==> config.mk <==
export PLATFORM = sky130hd
export DESIGN_NAME = knn_seq
export DESIGN_NICKNAME = d
export VERILOG_FILES = /design/src/rtl/knn_seq_pkg.sv /design/src/rtl/knn_seq_fetch.sv /design/src/rtl/knn_seq.sv
export SDC_FILE = /design/constraint.sdc
export NUM_CORES = 1
export LEC_CHECK = 0
export ABC_CLOCK_PERIOD_IN_PS = 3090
export BUFFER_PORTS_ARGS = -buffer_cell sky130_fd_sc_hd__buf_2
export CAP_MARGIN = 20
export CORE_UTILIZATION = 53
export DETAILED_ROUTE_END_ITERATION = 10
export PLACE_DENSITY = 0.86
export SLEW_MARGIN = 5
export SYNTH_ARGS = -nofsm -noshare
export SYNTH_HDL_FRONTEND = slang
export SYNTH_HIERARCHICAL = 1
export SYNTH_SLANG_ARGS = --single-unit
export TNS_END_PERCENT = 30
==> constraint.sdc <==
create_clock -name clk -period 3.09 [get_ports clk]
set_input_delay 0.618 -clock clk [delete_from_list [all_inputs] [get_ports clk]]
set_output_delay 0.618 -clock clk [all_outputs]
set_load 0.03 [all_outputs]
==> src/rtl/knn_seq_pkg.sv <==
// Shared definitions for the k-NN sequencer: core command codes, FSM states
// and the bit positions of the {x, y, label} fields in a memory word.
package knn_seq_pkg;

  typedef enum logic [2:0] {
    CTRL_HOLD        = 3'b000,
    CTRL_LOAD_TEST   = 3'b001,
    CTRL_INSERT_DATA = 3'b010,
    CTRL_CLASSIFY    = 3'b100
  } core_ctrl_e;

  typedef enum logic [3:0] {
    S_IDLE,
    S_CLR,
    S_FETCH_T,
    S_LOAD_T,
    S_FETCH_D,
    S_PUSH_D,
    S_VOTE,
    S_WRITE,
    S_FIN
  } state_e;

  localparam int LABEL_LSB = 0;

  function automatic int y_lsb(input int label_w);
    return label_w;
  endfunction

  function automatic int x_lsb(input int coord_w, input int label_w);
    return label_w + coord_w;
  endfunction

endpackage

==> src/rtl/knn_seq_fetch.sv <==
// Request/acknowledge read engine shared by the test-point and data-point
// fetches; keeps one capture register per target.
module knn_seq_fetch
  import knn_seq_pkg::*;
#(
  parameter int COORD_W = 16,
  parameter int LABEL_W = 8,
  parameter int ADDR_W  = 10
) (
  input  logic                         clk,
  input  logic                         rst,
  input  logic                         en,
  input  logic                         tgt_data,
  input  logic                         abort,
  input  logic [ADDR_W-1:0]            addr,
  output logic                         mem_req,
  output logic [ADDR_W-1:0]            mem_addr,
  input  logic                         mem_ack,
  input  logic [2*COORD_W+LABEL_W-1:0] mem_rdata,
  output logic                         fire,
  output logic [2*COORD_W-1:0]         tpt_q,
  output logic [2*COORD_W+LABEL_W-1:0] dpt_q
);

  localparam int DATA_W = 2*COORD_W + LABEL_W;
  localparam int YL     = y_lsb(LABEL_W);

  logic [2*COORD_W-1:0] tpt_d;
  logic [DATA_W-1:0]    dpt_d;

  // An abort in the same cycle as the acknowledge discards the read.
  assign fire     = en & mem_ack & ~abort;
  assign mem_req  = en;
  assign mem_addr = en ? addr : '0;

  always_comb begin
    tpt_d = tpt_q;
    dpt_d = dpt_q;
    if (fire && !tgt_data) tpt_d = mem_rdata[DATA_W-1:YL];
    if (fire && tgt_data)  dpt_d = mem_rdata;
  end

  always_ff @(posedge clk or posedge rst) begin
    if (rst) begin
      tpt_q <= '0;
      dpt_q <= '0;
    end else begin
      tpt_q <= tpt_d;
      dpt_q <= dpt_d;
    end
  end

endmodule

==> src/rtl/knn_seq.sv <==
// k-NN run sequencer: streams each test point and then every dataset point
// into the classification core, and writes one label per test point.
module knn_seq
  import knn_seq_pkg::*;
#(
  parameter int COORD_W  = 16,
  parameter int LABEL_W  = 8,
  parameter int ADDR_W   = 10,
  parameter int NK_W     = 4,
  parameter int VOTE_LAT = 2
) (
  input  logic                         clk,
  input  logic                         rst,
  input  logic                         start,
  input  logic                         abort,
  input  logic [NK_W-1:0]              nk,
  input  logic [ADDR_W-1:0]            n_data,
  input  logic [ADDR_W-1:0]            n_test,
  input  logic [ADDR_W-1:0]            test_base,
  output logic                         busy,
  output logic                         done,
  output logic                         mem_req,
  output logic [ADDR_W-1:0]            mem_addr,
  input  logic                         mem_ack,
  input  logic [2*COORD_W+LABEL_W-1:0] mem_rdata,
  output logic                         core_rst,
  output logic [2:0]                   core_ctrl,
  output logic [NK_W-1:0]              core_nk,
  output logic [COORD_W-1:0]           core_x,
  output logic [COORD_W-1:0]           core_y,
  output logic [COORD_W-1:0]           core_dx,
  output logic [COORD_W-1:0]           core_dy,
  output logic [LABEL_W-1:0]           core_dlabel,
  input  logic [LABEL_W-1:0]           core_label,
  output logic                         res_valid,
  output logic [ADDR_W-1:0]            res_addr,
  output logic [LABEL_W-1:0]           res_label
);

  localparam int DATA_W = 2*COORD_W + LABEL_W;
  localparam int XL     = x_lsb(COORD_W, LABEL_W);
  localparam int YL     = y_lsb(LABEL_W);

  state_e              state_q, state_d;
  logic [NK_W-1:0]     nk_q, nk_d;
  logic [ADDR_W-1:0]   n_data_q, n_data_d, n_test_q, n_test_d;
  logic [ADDR_W-1:0]   test_base_q, test_base_d, t_q, t_d, d_q, d_d;
  logic [7:0]          vcnt_q, vcnt_d;
  logic                abort_q, abort_d;
  logic [ADDR_W:0]     t_inc, d_inc;
  logic                fetch_en, fetch_data, fire;
  logic [ADDR_W-1:0]   fetch_addr;
  logic [2*COORD_W-1:0] tpt;
  logic [DATA_W-1:0]   dpt;

  assign fetch_en   = (state_q == S_FETCH_T) || (state_q == S_FETCH_D);
  assign fetch_data = (state_q == S_FETCH_D);
  assign fetch_addr = fetch_data ? d_q : test_base_q + t_q;
  assign t_inc      = {1'b0, t_q} + 1'b1;
  assign d_inc      = {1'b0, d_q} + 1'b1;

  knn_seq_fetch #(
    .COORD_W(COORD_W),
    .LABEL_W(LABEL_W),
    .ADDR_W (ADDR_W)
  ) u_fetch (
    .clk      (clk),
    .rst      (rst),
    .en       (fetch_en),
    .tgt_data (fetch_data),
    .abort    (abort),
    .addr     (fetch_addr),
    .mem_req  (mem_req),
    .mem_addr (mem_addr),
    .mem_ack  (mem_ack),
    .mem_rdata(mem_rdata),
    .fire     (fire),
    .tpt_q    (tpt),
    .dpt_q    (dpt)
  );

  // NOTE: every signal written here gets a default first so no latch is inferred.
  always_comb begin
    state_d     = state_q;
    nk_d        = nk_q;
    n_data_d    = n_data_q;
    n_test_d    = n_test_q;
    test_base_d = test_base_q;
    t_d         = t_q;
    d_d         = d_q;
    vcnt_d      = '0;
    busy        = (state_q != S_IDLE);
    abort_d     = busy & abort;
    core_ctrl   = CTRL_HOLD;
    core_rst    = abort_q;
    res_valid   = 1'b0;
    done        = 1'b0;

    unique case (state_q)
      S_IDLE: if (start) begin
        nk_d        = nk;
        n_data_d    = n_data;
        n_test_d    = n_test;
        test_base_d = test_base;
        state_d     = S_CLR;
      end
      S_CLR: begin
        core_rst = 1'b1;
        t_d      = '0;
        d_d      = '0;
        state_d  = (n_test_q == '0) ? S_FIN : S_FETCH_T;
      end
      S_FETCH_T: if (fire) state_d = S_LOAD_T;
      S_LOAD_T: begin
        core_ctrl = CTRL_LOAD_TEST;
        state_d   = (n_data_q == '0) ? S_VOTE : S_FETCH_D;
      end
      S_FETCH_D: if (fire) state_d = S_PUSH_D;
      S_PUSH_D: begin
        core_ctrl = CTRL_INSERT_DATA;
        d_d       = d_inc[ADDR_W-1:0];
        state_d   = (d_inc < {1'b0, n_data_q}) ? S_FETCH_D : S_VOTE;
      end
      // CLASSIFY is issued on the first VOTE cycle; WRITE lands VOTE_LAT cycles later.
      S_VOTE: begin
        if (vcnt_q == '0) core_ctrl = CTRL_CLASSIFY;
        vcnt_d = vcnt_q + 8'd1;
        if (int'(vcnt_q) >= VOTE_LAT - 1) state_d = S_WRITE;
      end
      S_WRITE: begin
        res_valid = 1'b1;
        core_rst  = 1'b1;
        d_d       = '0;
        t_d       = t_inc[ADDR_W-1:0];
        state_d   = (t_inc < {1'b0, n_test_q}) ? S_FETCH_T : S_FIN;
      end
      S_FIN: begin
        done    = 1'b1;
        state_d = S_IDLE;
      end
      default: state_d = S_IDLE;
    endcase

    if (abort_d) begin
      state_d   = S_IDLE;
      core_ctrl = CTRL_HOLD;
      res_valid = 1'b0;
      done      = 1'b0;
    end
  end

  // NOTE: state registers use non-blocking assignments so all flops update together.
  always_ff @(posedge clk or posedge rst) begin
    if (rst) begin
      state_q     <= S_IDLE;
      nk_q        <= '0;
      n_data_q    <= '0;
      n_test_q    <= '0;
      test_base_q <= '0;
      t_q         <= '0;
      d_q         <= '0;
      vcnt_q      <= '0;
      abort_q     <= 1'b0;
    end else begin
      state_q     <= state_d;
      nk_q        <= nk_d;
      n_data_q    <= n_data_d;
      n_test_q    <= n_test_d;
      test_base_q <= test_base_d;
      t_q         <= t_d;
      d_q         <= d_d;
      vcnt_q      <= vcnt_d;
      abort_q     <= abort_d;
    end
  end

  assign core_nk     = nk_q;
  assign core_x      = tpt[COORD_W +: COORD_W];
  assign core_y      = tpt[0 +: COORD_W];
  assign core_dx     = dpt[XL +: COORD_W];
  assign core_dy     = dpt[YL +: COORD_W];
  assign core_dlabel = dpt[LABEL_LSB +: LABEL_W];
  assign res_addr    = t_q;
  assign res_label   = (state_q == S_WRITE) ? core_label : '0;

endmodule
==> results of run 1 <==
[final timing paths]
| kind | from | endpoint | slack, ns |
|---|---|---|---|
| worst max-delay path | test_base_q[0] | mem_addr[9] | -0.31 |
| worst min-delay path | rst | state_q[1] | 0.29 |
| worst max register to register | res_addr[0] | state_q[1] | 0.27 |
| worst min register to register | u_fetch/dpt_q[4] | u_fetch/dpt_q[4] | 0.50 |
| max in group asynchronous | rst | u_fetch/dpt_q[5] | 2.06 |
| min in group clk | n_test[5] | n_test_q[5] | 0.43 |
[logic make-up after synthesis]
family,after synthesis
compound gates,72
xor+xnor,31
fa+ha+maj,33
buf+inv,50
flops,139
mux,107
simple gates,181
[per-stage QoR]
step	cell area (µm²)	TNS [ns]	power, mW
after floorplan	7040	0	4.82
after global placement	8230	0	5.53
after detailed placement	8230	0	5.64
after CTS	8880	-1.02	7.70
after global routing	8930	-1.96	8.12
final	8930	-1.33	7.67
[power by group]
| group | internal [mW] | switching (mW) |
|---|---|---|
| logic | 1.18 | 1.76 |
| clock network | 1.21 | 0.775 |
| registers | 2.38 | 0.359 |
[critical path: stages (launching register included)]
cell and delay [ns]:
sky130_fd_sc_hd__dfrtp_1 0.38, sky130_fd_sc_hd__ha_2 0.20, sky130_fd_sc_hd__buf_4 0.13, sky130_fd_sc_hd__buf_6 0.10
sky130_fd_sc_hd__a211o_1 0.32, sky130_fd_sc_hd__a211oi_2 0.26, sky130_fd_sc_hd__buf_4 0.15, sky130_fd_sc_hd__o211ai_1 0.10
sky130_fd_sc_hd__nand2_1 0.11, sky130_fd_sc_hd__xnor2_1 0.16, sky130_fd_sc_hd__a21oi_1 0.09, sky130_fd_sc_hd__and2_1 0.17
sky130_fd_sc_hd__buf_4 0.17
[routing by layer]
layer / up-vias / routed length (µm)
met2: 219 / 8240
met4: 0 / 348
met1: 2656 / 6950
li1: 2582 / -
met3: 29 / 1090
met5: - / 0
[registers in the layout, indices dropped and copies added (netlist names)]
signal / count
abort_q: 1
core_nk: 4
d_q: 10
n_data_q: 10
n_test_q: 10
res_addr: 10
state_q: 4
test_base_q: 10
u_fetch/dpt_q: 40
u_fetch/tpt_q: 32
vcnt_q: 8
[cells in the final DEF, fill, tap and decap left out, types with 3 or more instances in the layout]
| master | n |
|---|---|
| sky130_fd_sc_hd__a21oi_1 | 14 |
| sky130_fd_sc_hd__ha_1 | 31 |
| sky130_fd_sc_hd__nor3_1 | 7 |
| sky130_fd_sc_hd__a21o_1 | 5 |
| sky130_fd_sc_hd__clkbuf_16 | 17 |
| sky130_fd_sc_hd__o31ai_1 | 5 |
| sky130_fd_sc_hd__nand3_1 | 19 |
| sky130_fd_sc_hd__inv_2 | 3 |
| sky130_fd_sc_hd__dfrtp_1 | 139 |
| sky130_fd_sc_hd__o211ai_1 | 4 |
| sky130_fd_sc_hd__inv_1 | 25 |
| sky130_fd_sc_hd__xnor2_1 | 11 |
| sky130_fd_sc_hd__nor2b_1 | 5 |
| sky130_fd_sc_hd__nand4_1 | 4 |
| sky130_fd_sc_hd__nand2_1 | 57 |
| sky130_fd_sc_hd__nor2_1 | 35 |
| sky130_fd_sc_hd__o21a_1 | 5 |
| sky130_fd_sc_hd__clkinv_4 | 4 |
| sky130_fd_sc_hd__clkinv_2 | 3 |
| sky130_fd_sc_hd__buf_4 | 20 |
| sky130_fd_sc_hd__mux2_2 | 98 |
| sky130_fd_sc_hd__mux2_4 | 8 |
| sky130_fd_sc_hd__and3_1 | 8 |
| sky130_fd_sc_hd__buf_6 | 4 |
| sky130_fd_sc_hd__and2_1 | 21 |
| sky130_fd_sc_hd__nor4_1 | 5 |
| sky130_fd_sc_hd__xor2_1 | 20 |
| sky130_fd_sc_hd__buf_2 | 193 |
| sky130_fd_sc_hd__o21ai_0 | 20 |
[repair_timing]
action | 4_1_cts | 5_1_grt
setup endpoints to repair | 6 | 7
gates resized for setup | 11 | 9
pin swaps | 7 | 6
buffers inserted | 5 | 2
[area by class of cell]
| cell class | count | area (µm²) |
|---|---|---|
| Fill cell | 891 | 3850 |
| Sequential cell | 139 | 3480 |
| Multi-Input combinational cell | 424 | 3340 |
| Timing Repair Buffer | 219 | 1200 |
| Clock buffer | 19 | 443 |
| Tap cell | 172 | 215 |
| Clock inverter | 13 | 143 |
| Inverter | 28 | 105 |
| Antenna cell | 1 | 2.50 |
==> flow_results.org, run 1 <==
** Final layout
- Excluding fillers, the count of instances in the completed layout stands at between 1k and 1.5k.
- Relative to the synthesized area, the layout overhead comes to 26.8%.
- The final layout contains ~950 nets.
- Post-Route Utilization :: 0.699
- Share of layout cells above drive strength 1 :: 0.448

** Min path
- Hold crit path type :: primary input to async pin

** Timing
- Final worst setup slack :: -0.306 ns
- Count of endpoints failing hold in the final timing report :: 0
- The max-slew violation total from the final report came to 0.
- Setup repair after global routing could not meet its margin everywhere.
- Achievable Freq :: slightly below 300 MHz
- Setup violations remaining at the end of the flow were counted as 6.
- Counting I/O delays and the setup requirement, the final critical path takes 3.40 ns.
- Worst hold-check slack :: approximately 0.29 ns
- Tcrit/Tclk final :: 1.10
- The clock arrives with about 0.011 ns of skew.
- For the pin with the worst max-slew slack, the measured transition is 0.858 ns.
- Max-slew headroom at the worst pin :: 0.428

** Synthesis
- Yosys reg bits :: 139
- Among all cell types in the netlist, the one instantiated most often is sky130_fd_sc_hd__dfrtp_1.
- Basic-gate share of the synthesized area counting and, or, nand and nor cells :: 0.130
- Post-synthesis adder-cell area fraction :: 0.0597
- After synthesis the cells add up to ~7000 µm².
- Commonest cells in the synthesized netlist :: sky130_fd_sc_hd__dfrtp_1 (139), sky130_fd_sc_hd__mux2_2 (98), sky130_fd_sc_hd__nand2_1 (57)
- FFs w/ async S/R, synth :: 1.00
- The share of the Yosys chip area taken by registers is 0.494.
- The share of synthesized area in the top cell type comes to 0.494.
- For this run, the number of Yosys warnings is 6.
- Number of distinct library cells after synthesis :: 55
- Main flop type after synthesis :: sky130_fd_sc_hd__dfrtp_1
- Multiplexer area fraction after synthesis :: 0.175
- In the post-synthesis netlist, the biggest area contributors are sky130_fd_sc_hd__dfrtp_1 (49%), sky130_fd_sc_hd__mux2_2 (16%), sky130_fd_sc_hd__ha_1 (5.7%).
- A synthesized cell averages between 10 and 15 µm².
- Of all cell types, the one taking the most synthesized area is sky130_fd_sc_hd__dfrtp_1.
- The number of nets handed over by synthesis was approximately 730.
- After technology mapping, the gate count stands at 613.
- Synthesized-area fraction occupied by xor and xnor cells :: 0.0386
- Count of flip-flops with a built-in enable after synthesis :: 0
- The post-synthesis compound-gate area fraction came to 0.0665.
- By area, the combinational part of the netlist is dominated by multiplexers.

** Critical path
- Maximum fanout encountered on the critical timing path :: 2
- At the worst endpoint, the arrival time is approximately 2.8 ns.
- Measured in cells, the most critical reg-to-reg path has a length of 12.
- The worst setup path is captured at an output pin.
- STA classifies the critical path startpoint as a flip-flop.
- STA puts the critical path data required time at 2.47 ns.
- The critical path in this run is classified as flip-flop to output pin.

** Placed design
- Detailed-placement wirelength estimate :: around 12,000 µm
- Number of buffer cells added on primary ports :: 198
- OpenSTA, run right after detailed placement, puts the worst setup slack at approximately 0.015 ns.
- Dpl cells :: ~980
- Placer congestion estimate :: a little under 0.9

** GRT
- GR Overflow Total :: 0
- Wire length of the first global-routing pass :: around 26,000 µm
- In the global route stage, overall resource usage came out at 0.251.
- Vias in the first global route :: between 5k and 6k
- M1 GR Usage :: 0.299
- Met3 layer usage reported by global route :: 0.0556
- For met2 alone, demand over resource in global routing was 0.429.
- The initial antenna violation count came to 1.
- Entering global routing, the biggest net connects 73 pins.
- Busiest metal layer after global routing :: met2

** Floorplan
- Site row count :: 41
- Area of the core :: 12,800 µm²
- Effective utilization at floorplan :: 0.551
- Die Ht :: 117 µm
- Top-level port count :: roughly 200
- Horiz. Die Dim :: 117 µm
- The die covers approximately 14,000 µm².

** Clock tree
- H-tree level count :: 4
- Root Buffer Master :: sky130_fd_sc_hd__clkbuf_16
- Cts bufs inserted :: 17
- Clock transition at the register clock pins on the worst setup and hold paths after CTS :: ~0.060 ns
- Hold repair after CTS inserted 0 buffers.
- Maximum buffer depth of the clock tree :: 2
- Clock tree from TritonCTS :: done
- Number of clock sinks :: approximately 140
- For the worst-skew pair, the clock arrives at the later sink with an insertion delay of ~0.42 ns.

** Power
- Across the VDD grid, the largest voltage drop is 459 µV.
- Static power due to leakage :: 4.75 nW
- Dividing total power by cell area gives a power density of 859 nW/µm².

** Route
- In the final routed layout, each cell accounts on average for about 16 µm.
- After detailed routing, the number of remaining DRC violations is 0.
- Total Wirelength :: ~17,000 µm
- Number of iterations in the first detailed-routing pass :: 4
- Once detail routing completed, the nets flagged for antenna violations numbered 0.
- Dividing the detail-routed via count by the number of cells gives roughly 5.4.
- Number of design-rule violations left by the first detailed-router iteration :: a little under 300
- Detailed routing inserted a total of roughly 5.5k vias.

** Job
- Max_cap viols :: 0

** Outcome
- The flow ran to the end, but the final reports show violations.
- The final reports fail on setup timing.
Note: power is estimated with default switching activity, not from simulation.
==> inputs of run 2 (changes only) <==
--- a/constraint.sdc
+++ b/constraint.sdc
@@ -3,2 +3,2 @@
 set_output_delay 0.618 -clock clk [all_outputs]
-set_load 0.03 [all_outputs]
+set_load 0.05 [all_outputs]
==> run 2 against run 1 <==
- the flow still finishes with violations (setup timing)
- first-iteration DRC count up 33%
- critical path depth down 1
- design area up 0.17%
- non-clock buffer count down 1
- clock skew down 0.0025 ns
- combinational power up 21%
- sequential share of layout area about the same
- setup slack worse by 0.017 ns
- final cell count down 0.20%
- flip-flop and latch count unchanged
- clock power down 2%
- critical path type unchanged
- largest power group unchanged
==> flow_results.org, run 2 (synthesized netlist as in run 1, its figures left out) <==
** Timing
- The smallest setup slack after layout was -0.322 ns (-0.0167 ns).
- The post-route clock skew is 0.00802 ns (-0.00252 ns).
- The worst hold slack came to 0.267 ns (-0.0218 ns).
- Final setup vio count :: 5 (-1)
- The final critical-path share of the clock period came to 1.10 (+0.00540).
- Count of endpoints failing hold in the final timing report :: 0 (unchanged)
- Slew Viols, Final :: 0 (unchanged)
- The shortest period the worst path allows was 3.41 ns (+0.0167 ns).
- The tightest slew margin relative to the limit is 0.420 (-0.00833).
- RSZ-0062 raised after global routing :: true
- Achievable Freq :: 293 MHz (-0.49%)
- The slew at the pin with the worst max-slew slack came to 0.870 ns (+0.0125 ns).

** Power
- The worst voltage drop across the vdd grid was 508 µV (+11%).
- The relative contribution of combinational cells to total power was 0.431 (+0.048).
- The internal portion of total power is 4.71 mW (-1.2%).
- Fraction of power consumed by the clock network :: 0.236 (-0.023)
- The share of power burned in registers is 0.333 (-0.024).
- The net load switching power came to 3.53 mW (+22%).
- The cell leakage power came to 4.76 nW (about the same).
- Final Total Pwr :: 8.24 mW (+7.5%)
- Switching part of the total power :: 0.428 (+0.0506)
- Power density over cell area :: 922 nW/µm² (+7.3%)

** Floorplan
- The total die area came to 13,700 µm² (unchanged).
- Area of the core :: 12,800 µm² (unchanged)
- Die Ht :: 117 µm (unchanged)
- Site row count :: 41 (unchanged)
- Top-level port count :: 199 (unchanged)
- Effective utilization at floorplan :: 0.551 (unchanged)
- The die boundary width was 117 µm (unchanged).

** Route
- The number of vias after detailed routing is 5,475 (-0.20%).
- The detailed-route wire length was 16,600 µm (-0.20%).
- The wire length per cell was 16.4 µm (about the same).
- The post-detailed-route via-to-cell ratio was 5.40 (about the same).
- Number of design-rule violations left by the first detailed-router iteration :: 388 (+33%)
- The first-pass iteration count of the detailed router was 5 (+1).
- The number of routed nets with antenna violations came to 0 (unchanged).
- The detailed-route DRC error count is 0 (unchanged).

** Critical path
- STA classifies the critical path endpoint as an output pin.
- The slack of the worst reg-to-reg path was 0.26 ns (about the same).
- Tracing the worst setup path back leads to its startpoint at res_addr[0].
- The largest driver fanout on the critical path is 3 (+1).
- STA classifies the critical path startpoint as a flip-flop.
- Worst endpoint required time :: 2.47 ns (about the same)
- The worst setup path is of the flip-flop to output pin kind.
- Reg-to-reg endpoint :: state_q[1]
- Crit path arrival time :: 2.79 ns (about the same)
- Following the worst setup path forward leads to its endpoint at mem_addr[8].
- Worst-case reg-to-reg path depth :: 12 (unchanged)
- Worst R2R Start :: res_addr[0]

** Final layout
- Leaving out fill and tap cells, the most frequent cell in the layout is sky130_fd_sc_hd__buf_2.
- The count of antenna diodes in the layout came to 0 (-1).
- Number of flip-flops under the largest register name :: 40 (unchanged)
- The largest registers in the layout are u_fetch/dpt_q: 40 flops, u_fetch/tpt_q: 32 flops.
- In the layout the commonest cells are sky130_fd_sc_hd__buf_2 (192), sky130_fd_sc_hd__dfrtp_1 (136), sky130_fd_sc_hd__mux2_2 (98).
- Growth of design area from synthesis to finish :: 27.1%
- The fill cell instance count of the final layout is 917 (+2.9%).
- More flip-flops sit in one register than any other, and that register is u_fetch/dpt_q.
- Fin cells :: 1,013 (-0.20%)
- Number of nets in the layout :: 948 (-0.11%)
- Share of layout cells above drive strength 1 :: 0.448 (+0.000532)

** Clock tree
- H-tree level count :: 4 (unchanged)
- The post-CTS clock slew at the launch and capture registers of the worst setup and hold paths is 0.06 ns (about the same).
- Root Buffer Master :: sky130_fd_sc_hd__clkbuf_16
- Clock tree from TritonCTS :: done
- Number of clock sinks :: 139 (unchanged)
- Clock Latency Late Sink :: 0.43 ns (about the same)
- Hold-fix buffers at CTS :: 0 (unchanged)
- The number of buffers inserted during clock tree synthesis came to 17 (unchanged).
- The buffer levels on the longest clock path was 2 (unchanged).

** Placed design
- The cell count after placement came to 980 (+0.51%).
- The count of buffers from port buffering was 198 (unchanged).
- Post-Place Setup Slack :: -0.0238 ns (-0.0386 ns)
- The routability congestion estimate was 0.862 (-0.63%).
- The HPWL after detailed placement was 12,000 µm (-0.27%).

** Job
- Max_cap viols :: 0 (unchanged)

** GRT
- The initial antenna violation count came to 0 (-1).
- Overall routing resource usage :: 0.251 (-0.000615)
- The maximum number of pins on one net before global-route repair was 73 (unchanged).
- GR Overflow Total :: 0 (unchanged)
- The first-pass GRT wire length was 25,600 µm (-1.4%).
- The via count of the first global-routing pass was 5,214 (-2.9%).

** Outcome
- The run finished, with violations left.
- The checks that failed: setup timing.

** Min path
- The worst hold path belongs to the class primary input to async pin.
-- run 2: critical path: stages, from the launching register on --
cell and delay [ns]:
sky130_fd_sc_hd__dfrtp_2 0.43, sky130_fd_sc_hd__ha_4 0.17, sky130_fd_sc_hd__inv_2 0.05, sky130_fd_sc_hd__fa_2 0.19
sky130_fd_sc_hd__and2b_2 0.22, sky130_fd_sc_hd__o21a_1 0.19, sky130_fd_sc_hd__o21a_1 0.20, sky130_fd_sc_hd__o211a_1 0.22
sky130_fd_sc_hd__o21a_1 0.17, sky130_fd_sc_hd__o31ai_1 0.22, sky130_fd_sc_hd__and2_4 0.18, sky130_fd_sc_hd__buf_8 0.14
-- run 2: how the worst min path moves through the flow --
| stage | startpoint | endpoint | cells past startpoint |
|---|---|---|---|
| floorplan | n_test_q[1] | n_test_q[1] | 1 |
| finish | rst | test_base_q[6] | 2 |
| global route | rst | test_base_q[4] | 2 |
| detailed placement | u_fetch/dpt_q[27] | u_fetch/dpt_q[27] | 1 |
| global placement | u_fetch/dpt_q[27] | u_fetch/dpt_q[27] | 1 |
| CTS | rst | test_base_q[4] | 2 |
-- run 2: layout make-up --
type | count | area (µm²) | share of cell area
multi-input combinational | 424 | 3350 | 0.375
inverter | 28 | 105 | 0.0118
tap | 172 | 215 | 0.0241
sequential | 139 | 3480 | 0.389
timing repair buffer | 218 | 1220 | 0.136
clock buffer | 20 | 457 | 0.0511
clock inverter | 12 | 116 | 0.0130
-- run 2: repair_timing --
action	CTS	global route
setup endpoints to repair	6	8
pin swaps	11	7
gates resized for setup	19	3
setup buffers	1	0
-- run 2: power by group through the flow --
stage	clock, mW	combinational, mW	sequential (mW)
after detailed placement	0	3.50	2.76
after global routing	2.07	3.82	2.81
final	1.95	3.55	2.74
after CTS	1.99	3.56	2.73
after floorplan	0	1.57	3.86
after global placement	0	3.44	2.72
-- run 2: metrics by stage --
stage | TNS [ns] | utilization | area (µm²)
finish | -1.07 | 0.700 | 8940
floorplan | -0.0329 | - | 7040
global route | -1.83 | 0.700 | 8940
global placement | 0 | 0.649 | 8280
detailed placement | -0.0238 | 0.649 | 8280
CTS | -1.16 | 0.699 | 8920
-- run 2: layer usage --
| metal | GRT usage | routed length [µm] |
|---|---|---|
| met5 | 0 | 0 |
| met4 | 0.105 | 304 |
| met1 | 0.297 | 6870 |
| met3 | 0.0731 | 1230 |
| met2 | 0.427 | 8180 |
